File: src/rtl/m_phy_lane_10b8b_dec.sv
// Per-lane 8b/10b decoder with running-disparity tracking and windowed link-quality monitor.
// One-cycle registered output; requests re-alignment via a single unlock pulse on excessive errors.
module m_phy_lane_10b8b_dec #(
  parameter int unsigned WINDOW     = 256,
  parameter int unsigned ERR_THRESH = 4,
  parameter int unsigned CNT_W      = 16
) (
  input  logic             i_clk,
  input  logic             i_reset,
  input  logic [9:0]       i_symbol_in,
  input  logic             i_symbol_valid,
  input  logic             i_align_valid,
  output logic [7:0]       o_data_out,
  output logic             o_k_out,
  output logic             o_data_out_valid,
  output logic             o_code_err,
  output logic             o_disp_err,
  output logic             o_rd,
  output logic             o_unlock,
  output logic [CNT_W-1:0] o_err_count
);

  localparam int unsigned WIN_W = $clog2(WINDOW + 1);

  typedef enum logic [1:0] {S_WAIT_ALIGN, S_RUN, S_HOLD} state_t;

  // {legal, EDCBA}; both K.28 forms decode to 28
  function automatic logic [5:0] f_dec6(input logic [5:0] c);
    case (c)
      6'b100111, 6'b011000: f_dec6 = {1'b1, 5'd0};
      6'b011101, 6'b100010: f_dec6 = {1'b1, 5'd1};
      6'b101101, 6'b010010: f_dec6 = {1'b1, 5'd2};
      6'b110001:            f_dec6 = {1'b1, 5'd3};
      6'b110101, 6'b001010: f_dec6 = {1'b1, 5'd4};
      6'b101001:            f_dec6 = {1'b1, 5'd5};
      6'b011001:            f_dec6 = {1'b1, 5'd6};
      6'b111000, 6'b000111: f_dec6 = {1'b1, 5'd7};
      6'b111001, 6'b000110: f_dec6 = {1'b1, 5'd8};
      6'b100101:            f_dec6 = {1'b1, 5'd9};
      6'b010101:            f_dec6 = {1'b1, 5'd10};
      6'b110100:            f_dec6 = {1'b1, 5'd11};
      6'b001101:            f_dec6 = {1'b1, 5'd12};
      6'b101100:            f_dec6 = {1'b1, 5'd13};
      6'b011100:            f_dec6 = {1'b1, 5'd14};
      6'b010111, 6'b101000: f_dec6 = {1'b1, 5'd15};
      6'b011011, 6'b100100: f_dec6 = {1'b1, 5'd16};
      6'b100011:            f_dec6 = {1'b1, 5'd17};
      6'b010011:            f_dec6 = {1'b1, 5'd18};
      6'b110010:            f_dec6 = {1'b1, 5'd19};
      6'b001011:            f_dec6 = {1'b1, 5'd20};
      6'b101010:            f_dec6 = {1'b1, 5'd21};
      6'b011010:            f_dec6 = {1'b1, 5'd22};
      6'b111010, 6'b000101: f_dec6 = {1'b1, 5'd23};
      6'b110011, 6'b001100: f_dec6 = {1'b1, 5'd24};
      6'b100110:            f_dec6 = {1'b1, 5'd25};
      6'b010110:            f_dec6 = {1'b1, 5'd26};
      6'b110110, 6'b001001: f_dec6 = {1'b1, 5'd27};
      6'b001110, 6'b001111, 6'b110000: f_dec6 = {1'b1, 5'd28};
      6'b101110, 6'b010001: f_dec6 = {1'b1, 5'd29};
      6'b011110, 6'b100001: f_dec6 = {1'b1, 5'd30};
      6'b101011, 6'b010100: f_dec6 = {1'b1, 5'd31};
      default:              f_dec6 = 6'd0;
    endcase
  endfunction

  // {legal, alt7, prim7, HGF}
  function automatic logic [5:0] f_dec4(input logic [3:0] c);
    case (c)
      4'b1011, 4'b0100: f_dec4 = {3'b100, 3'd0};
      4'b1001:          f_dec4 = {3'b100, 3'd1};
      4'b0101:          f_dec4 = {3'b100, 3'd2};
      4'b1100, 4'b0011: f_dec4 = {3'b100, 3'd3};
      4'b1101, 4'b0010: f_dec4 = {3'b100, 3'd4};
      4'b1010:          f_dec4 = {3'b100, 3'd5};
      4'b0110:          f_dec4 = {3'b100, 3'd6};
      4'b1110, 4'b0001: f_dec4 = {3'b101, 3'd7};
      4'b0111, 4'b1000: f_dec4 = {3'b110, 3'd7};
      default:          f_dec4 = 6'd0;
    endcase
  endfunction

  state_t             r_state, w_state_nx;
  logic [7:0]         r_data;
  logic               r_k, r_dout_vld, r_code_err, r_disp_err, r_rd, r_unlock;
  logic [CNT_W-1:0]   r_err_count;
  logic [WIN_W-1:0]   r_win_cnt, r_win_err;

  logic [5:0] w_c6;
  logic [3:0] w_c4, w_f4;
  logic [4:0] w_x;
  logic [2:0] w_y;
  logic       w_ok6, w_ok4, w_a7, w_p7, w_k28, w_kx7, w_da7;
  logic       w_code_err, w_disp_err, w_rd_mid, w_rd_new;
  logic       w_d6p, w_d6n, w_d4p, w_d4n;
  logic       w_dec, w_err, w_wrap, w_hit, w_enter_run;
  logic [WIN_W-1:0] w_win_cnt_nx, w_win_err_nx;

  assign w_c6  = i_symbol_in[9:4];
  assign w_c4  = i_symbol_in[3:0];
  assign w_k28 = (w_c6 == 6'b001111) || (w_c6 == 6'b110000);
  // The RD+ form of K.28 carries a complemented 3b/4b block
  assign w_f4  = (w_c6 == 6'b110000) ? ~w_c4 : w_c4;
  assign {w_ok6, w_x} = f_dec6(w_c6);
  assign {w_ok4, w_a7, w_p7, w_y} = f_dec4(w_f4);

  assign w_kx7 = w_a7 && ((w_x == 5'd23) || (w_x == 5'd27) || (w_x == 5'd29) || (w_x == 5'd30));
  assign w_da7 = w_a7 && ((((w_x == 5'd17) || (w_x == 5'd18) || (w_x == 5'd20)) && (w_c4 == 4'b0111)) ||
                          (((w_x == 5'd11) || (w_x == 5'd13) || (w_x == 5'd14)) && (w_c4 == 4'b1000)));
  assign w_code_err = !w_ok6 || !w_ok4 || (w_k28 && w_p7) || (w_a7 && !w_k28 && !w_kx7 && !w_da7);

  assign w_d6p = ($countones(w_c6) == 4);
  assign w_d6n = ($countones(w_c6) == 2);
  assign w_d4p = ($countones(w_c4) == 3);
  assign w_d4n = ($countones(w_c4) == 1);
  assign w_rd_mid = w_d6p ? 1'b1 : (w_d6n ? 1'b0 : r_rd);
  assign w_rd_new = w_d4p ? 1'b1 : (w_d4n ? 1'b0 : w_rd_mid);
  assign w_disp_err = !w_code_err && ((w_d6p && r_rd) || (w_d6n && !r_rd) ||
                                      (w_d4p && w_rd_mid) || (w_d4n && !w_rd_mid));

  assign w_dec       = i_symbol_valid && (r_state == S_RUN);
  assign w_err       = w_dec && (w_code_err || w_disp_err);
  assign w_enter_run = (r_state == S_WAIT_ALIGN) && i_align_valid;
  // The wrapping symbol's own error lands in the fresh window
  assign w_wrap       = (r_win_cnt == WIN_W'(WINDOW - 1));
  assign w_win_cnt_nx = w_wrap ? '0 : r_win_cnt + 1'b1;
  assign w_win_err_nx = (w_wrap ? '0 : r_win_err) + WIN_W'(w_err);
  assign w_hit        = w_err && (w_win_err_nx >= WIN_W'(ERR_THRESH));

  always_comb begin
    w_state_nx = r_state;
    case (r_state)
      S_WAIT_ALIGN: if (i_align_valid) w_state_nx = S_RUN;
      S_RUN: begin
        if (w_hit)               w_state_nx = S_HOLD;
        else if (!i_align_valid) w_state_nx = S_WAIT_ALIGN;
      end
      S_HOLD:       if (!i_align_valid) w_state_nx = S_WAIT_ALIGN;
      default:      w_state_nx = S_WAIT_ALIGN;
    endcase
  end

  always_ff @(posedge i_clk) begin
    if (i_reset) r_state <= S_WAIT_ALIGN;
    else         r_state <= w_state_nx;
  end

  always_ff @(posedge i_clk) begin
    if (i_reset) begin
      r_data      <= '0;
      r_k         <= 1'b0;
      r_dout_vld  <= 1'b0;
      r_code_err  <= 1'b0;
      r_disp_err  <= 1'b0;
      r_rd        <= 1'b0;
      r_unlock    <= 1'b0;
      r_err_count <= '0;
      r_win_cnt   <= '0;
      r_win_err   <= '0;
    end else begin
      r_dout_vld <= w_dec;
      r_unlock   <= w_hit;
      if (w_dec) begin
        r_data     <= w_code_err ? 8'h00 : {w_y, w_x};
        r_k        <= !w_code_err && (w_k28 || w_kx7);
        r_code_err <= w_code_err;
        r_disp_err <= w_disp_err;
        if (!w_code_err) r_rd <= w_rd_new;
        r_win_cnt  <= w_win_cnt_nx;
        r_win_err  <= w_win_err_nx;
        if (w_err && (r_err_count != {CNT_W{1'b1}})) r_err_count <= r_err_count + 1'b1;
      end else if (w_enter_run) begin
        r_rd      <= 1'b0;
        r_win_cnt <= '0;
        r_win_err <= '0;
      end
    end
  end

  assign o_data_out       = r_data;
  assign o_k_out          = r_k;
  assign o_data_out_valid = r_dout_vld;
  assign o_code_err       = r_code_err;
  assign o_disp_err       = r_disp_err;
  assign o_rd             = r_rd;
  assign o_unlock         = r_unlock;
  assign o_err_count      = r_err_count;

endmodule

File: config.mk
export PLATFORM = sky130hd
export DESIGN_NAME = m_phy_lane_10b8b_dec
export DESIGN_NICKNAME = d
export VERILOG_FILES = /design/src/rtl/m_phy_lane_10b8b_dec.sv
export SDC_FILE = /design/constraint.sdc
export NUM_CORES = 1
export LEC_CHECK = 0
export CAP_MARGIN = 20
export CELL_PAD_IN_SITES_DETAIL_PLACEMENT = 1
export CELL_PAD_IN_SITES_GLOBAL_PLACEMENT = 1
export CORE_MARGIN = 2
export CORE_UTILIZATION = 42
export DETAILED_ROUTE_END_ITERATION = 10
export GPL_TIMING_DRIVEN = 1
export HOLD_SLACK_MARGIN = 0.05
export PLACE_DENSITY_LB_ADDON = 0.25
export SLEW_MARGIN = 30
export SYNTH_ARGS = -nofsm -noshare
export SYNTH_HDL_FRONTEND = slang
export SYNTH_SLANG_ARGS = --single-unit
export TNS_END_PERCENT = 100
File: constraint.sdc
create_clock -name i_clk -period 8.1 [get_ports i_clk]
set_clock_uncertainty 0.2 [all_clocks]
set_input_delay 1.62 -clock i_clk [delete_from_list [all_inputs] [get_ports i_clk]]
set_output_delay 1.62 -clock i_clk [all_outputs]
set_load 0.01 [all_outputs]
==> summary.txt <==
STA
  • Worst Max-Slew Pin Slew: slightly below 0.8 ns
  • Max_slew headroom: 46.92%
  • Setup TNS: 0 ns
  • Period utilisation layout: 85.55%
  • RSZ-0062 raised after global routing: false
  • Fmax: 144.3 MHz
  • Tmin final: 6.930 ns
  • Final hold violation count: 0
  • Final setup fails: 0
  • Post-route setup slack: 1.170 ns
  • Max-slew violations: 0

Worst setup path
  • CP arrival: 6.92 ns
  • Critical path endpoint category: flip-flop
  • Crit-path max FO: 13
  • RR Startpoint: r_win_cnt[0]
  • Critical Path Source Type: input port
  • Cell count of the worst reg-to-reg path: 16
  • Worst setup path start: i_symbol_in[7]
  • Crit Path Class: input port to flip-flop
  • Req. time, crit path: 8.09 ns

Hold path
  • Hold Path Class: flip-flop to flip-flop
  • Worst Hold Depth: 1
  • Worst Hold Launch: r_win_cnt[8]

Placed design
  • Placed Cells: 622
  • Post-DP HPWL: 8.304 mm
  • Area post-placement: approximately 0.0044 mm²
  • DP Worst Slack: between 0.8 and 0.9 ns
  • Placer congestion estimate: 0.8785
  • PortBufs: 43

Detailed routing
  • Routed Antenna Nets: 0
  • Initial drt markers: 138
  • Metal1 wirelength: 5.431 mm
  • Max Used Layer: met4
  • DRT Pass-1 Iters: 4
  • Met3 wire length: 242 µm
  • Via count: 3,815
  • Residual DRC: 0
  • Vias per cell: ~6
  • Final WL: 11.02 mm
  • Avg WL per Cell: 17.51 µm
  • Met2 WL post-DR: 5.163 mm

Flow run
  • Max Cap Violations: 0

Finish
  • # diodes: 0
  • Commonest non-fill, non-tap cell in the layout: dfxtp_1
  • Commonest cells after routing, fill and taps aside: dfxtp_1 (50), nand2_1 (47), nor2_1 (46), clkdlybuf4s50_1 (43), a21oi_1 (34)
  • Layout Area Growth over Synthesis: 14.94%
  • Final Instance Area: 0.004437 mm²
  • Share of layout cells above drive strength 1: 6.334%
  • Fin cells: 629
  • Final net count: 560

Power
  • Internal power: approximately 370 µW
  • Worst vdd ir: 0.00006455 V
  • Net Sw Frac: 32.74%
  • Logic pwr share: 28.1%
  • Reg power frac: 46.0%
  • Leakage: 0.001649 µW
  • Clock share of power: 25.9%
  • Sw power: 178.2 µW
  • PD cells: 122.7 mW/mm²

Floorplan
  • Initial core utilization: 43.83%
  • CORE AREA: around 0.0088 mm²
  • Row count: 34
  • Area of the die: 0.009973 mm²
  • I/O pins: 44
  • Die Wd: 99.87 µm
  • Die H: 99.87 µm

Clock tree
  • Clock Tree Buf Depth: 2
  • CTS resizes: 0
  • Clk slew on worst S/H paths: ~0.090 ns
  • Root buf cell: clkbuf_8
  • Hold buffers post-CTS: 0
  • Setup Buffers After CTS: 0
  • CTS sink count: 50
  • Worst skew pair latency: 0.30 ns
  • CTS tree: yes
  • Total CTS buffers: 5
  • CTS HTree Levels: 2

Synth
  • Yosys warns: 0
  • Ys flop type: dfxtp_1
  • Netlist cell types: 72
  • Synthesized area: about 0.0039 mm²
  • Post-Syn Area per Cell: 7.861 µm²
  • Number of synthesized flops with an enable pin: 0
  • Cell count after synthesis: between 400 and 500
  • Seq cells post-synth: 50
  • Synth async-reset ratio: 0%
  • Syn Nets: 530
  • Post-synthesis sequential area ratio: 25.93%

Global route
  • First-pass GRT wire length: between 15 and 20 mm
  • Remaining Overflow, GRT: 0
  • Largest net degree at the start of global routing: 46
  • Antenna violations before repair: 0
  • Vias in the first global route: 3,765
  • Total Routing Usage GR: a little under a quarter

Status
  • Status: finished clean
[critical path: stages]
cell,delay [ns]
clkdlybuf4s50_1,0.68
fa_1,0.63
inv_1,0.05
fa_1,0.47
inv_1,0.04
ha_1,0.18
fa_1,0.51
or3b_2,0.44
a21oi_1,0.15
a21oi_1,0.07
o211a_1,0.19
nor2_1,0.10
ha_1,0.19
ha_1,0.28
and3_1,0.23
and3_1,0.20
nand3_1,0.11
xor2_1,0.16
nor2_1,0.08
nor2_1,0.16
nor4_1,0.08
or2_2,0.31
[metal layers]
layer | up-vias | global-route usage [%]
li1 | 1860 | -
met1 | 1878 | 31.32
met2 | 60 | 37.53
met3 | 17 | 2.646
met4 | 0 | 5.163
met5 | - | 0
[final cells by class]
class / instances / area (µm²)
Fill cell: 1111 / 4369
Multi-Input combinational cell: 395 / 2659
Tap cell: 108 / 135.1
Inverter: 17 / 63.81
Timing Repair Buffer: 52 / 498.0
Sequential cell: 50 / 1001
Clock inverter: 1 / 7.507
Clock buffer: 6 / 72.57
[registers in the layout, summed over array words and instances (netlist names)]
| name | cells |
|---|---|
| r_state | 2 |
| o_rd | 1 |
| r_win_err | 9 |
| o_data_out | 8 |
| o_unlock | 1 |
| r_win_cnt | 9 |
| o_err_count | 16 |
| o_data_out_valid | 1 |
| o_k_out | 1 |
| o_code_err | 1 |
| o_disp_err | 1 |
[power by group through the flow]
stage | Sequential [µW] | Combinational, µW | Clock (µW)
floorplan | 257 | 106 | 0
global placement | 256 | 146 | 0
detailed placement | 256 | 151 | 0
CTS | 250 | 152 | 146
global route | 251 | 168 | 157
finish | 250 | 153 | 141
[kinds of logic after synthesis]
| logic type | after synthesis | synth area share, % |
|---|---|---|
| adder cells (fa/ha/maj) | 27 | 9.400 |
| AND/OR/NAND/NOR | 200 | 27.72 |
| XOR/XNOR | 12 | 3.404 |
| multiplexers | 9 | 2.723 |
| buffers and inverters | 46 | 5.186 |
| flip-flops | 50 | 25.93 |
| AO/OA/AOI/OAI | 147 | 25.64 |
[Yosys cell counts (4+ instances only)]
cell type | instances | area, µm²
a211o_1 | 5 | 43.79
a21o_1 | 5 | 37.54
a21oi_1 | 34 | 170.2
a2bb2oi_1 | 4 | 35.03
a31oi_1 | 5 | 31.28
a32oi_1 | 4 | 35.03
and2_1 | 4 | 25.02
and3_1 | 11 | 68.82
buf_2 | 10 | 50.05
clkbuf_1 | 14 | 52.55
dfxtp_1 | 50 | 1001
fa_1 | 4 | 80.08
ha_1 | 21 | 262.8
inv_1 | 15 | 56.30
mux2i_1 | 6 | 60.06
nand2_1 | 47 | 176.4
nand2b_1 | 8 | 50.05
nand3_1 | 19 | 95.09
nand3b_1 | 9 | 67.56
nor2_1 | 46 | 172.7
nor2b_1 | 8 | 50.05
nor3_1 | 4 | 20.02
nor3b_1 | 4 | 30.03
o211a_1 | 4 | 40.04
o21ai_0 | 32 | 160.2
o31a_1 | 4 | 35.03
o31ai_1 | 14 | 105.1
or2_2 | 5 | 31.28
or3_1 | 6 | 37.54
or4_1 | 12 | 90.09
xnor2_1 | 5 | 43.79
xor2_1 | 5 | 43.79
[per-stage QoR]
| stage | power (µW) | hold slack [ns] | utilization [%] |
|---|---|---|---|
| after floorplan | 363.0 | 0.2324 | - |
| after global placement | 402.2 | 0.2377 | 49.47 |
| after detailed placement | 407.3 | 0.2486 | 49.47 |
| after CTS | 548.3 | 0.2610 | 50.38 |
| after global routing | 576.6 | 0.2840 | 50.38 |
| final | 544.3 | 0.2578 | 50.38 |
[path summary, 6_finish.rpt]
| check | to | slack [ns] |
|---|---|---|
| max | r_state[1] | 1.17 |
| min | r_win_cnt[8] | 0.26 |
| max reg2reg | r_state[1] | 4.38 |
| min reg2reg | r_win_cnt[8] | 0.26 |
(Power assumes the default switching activity.)
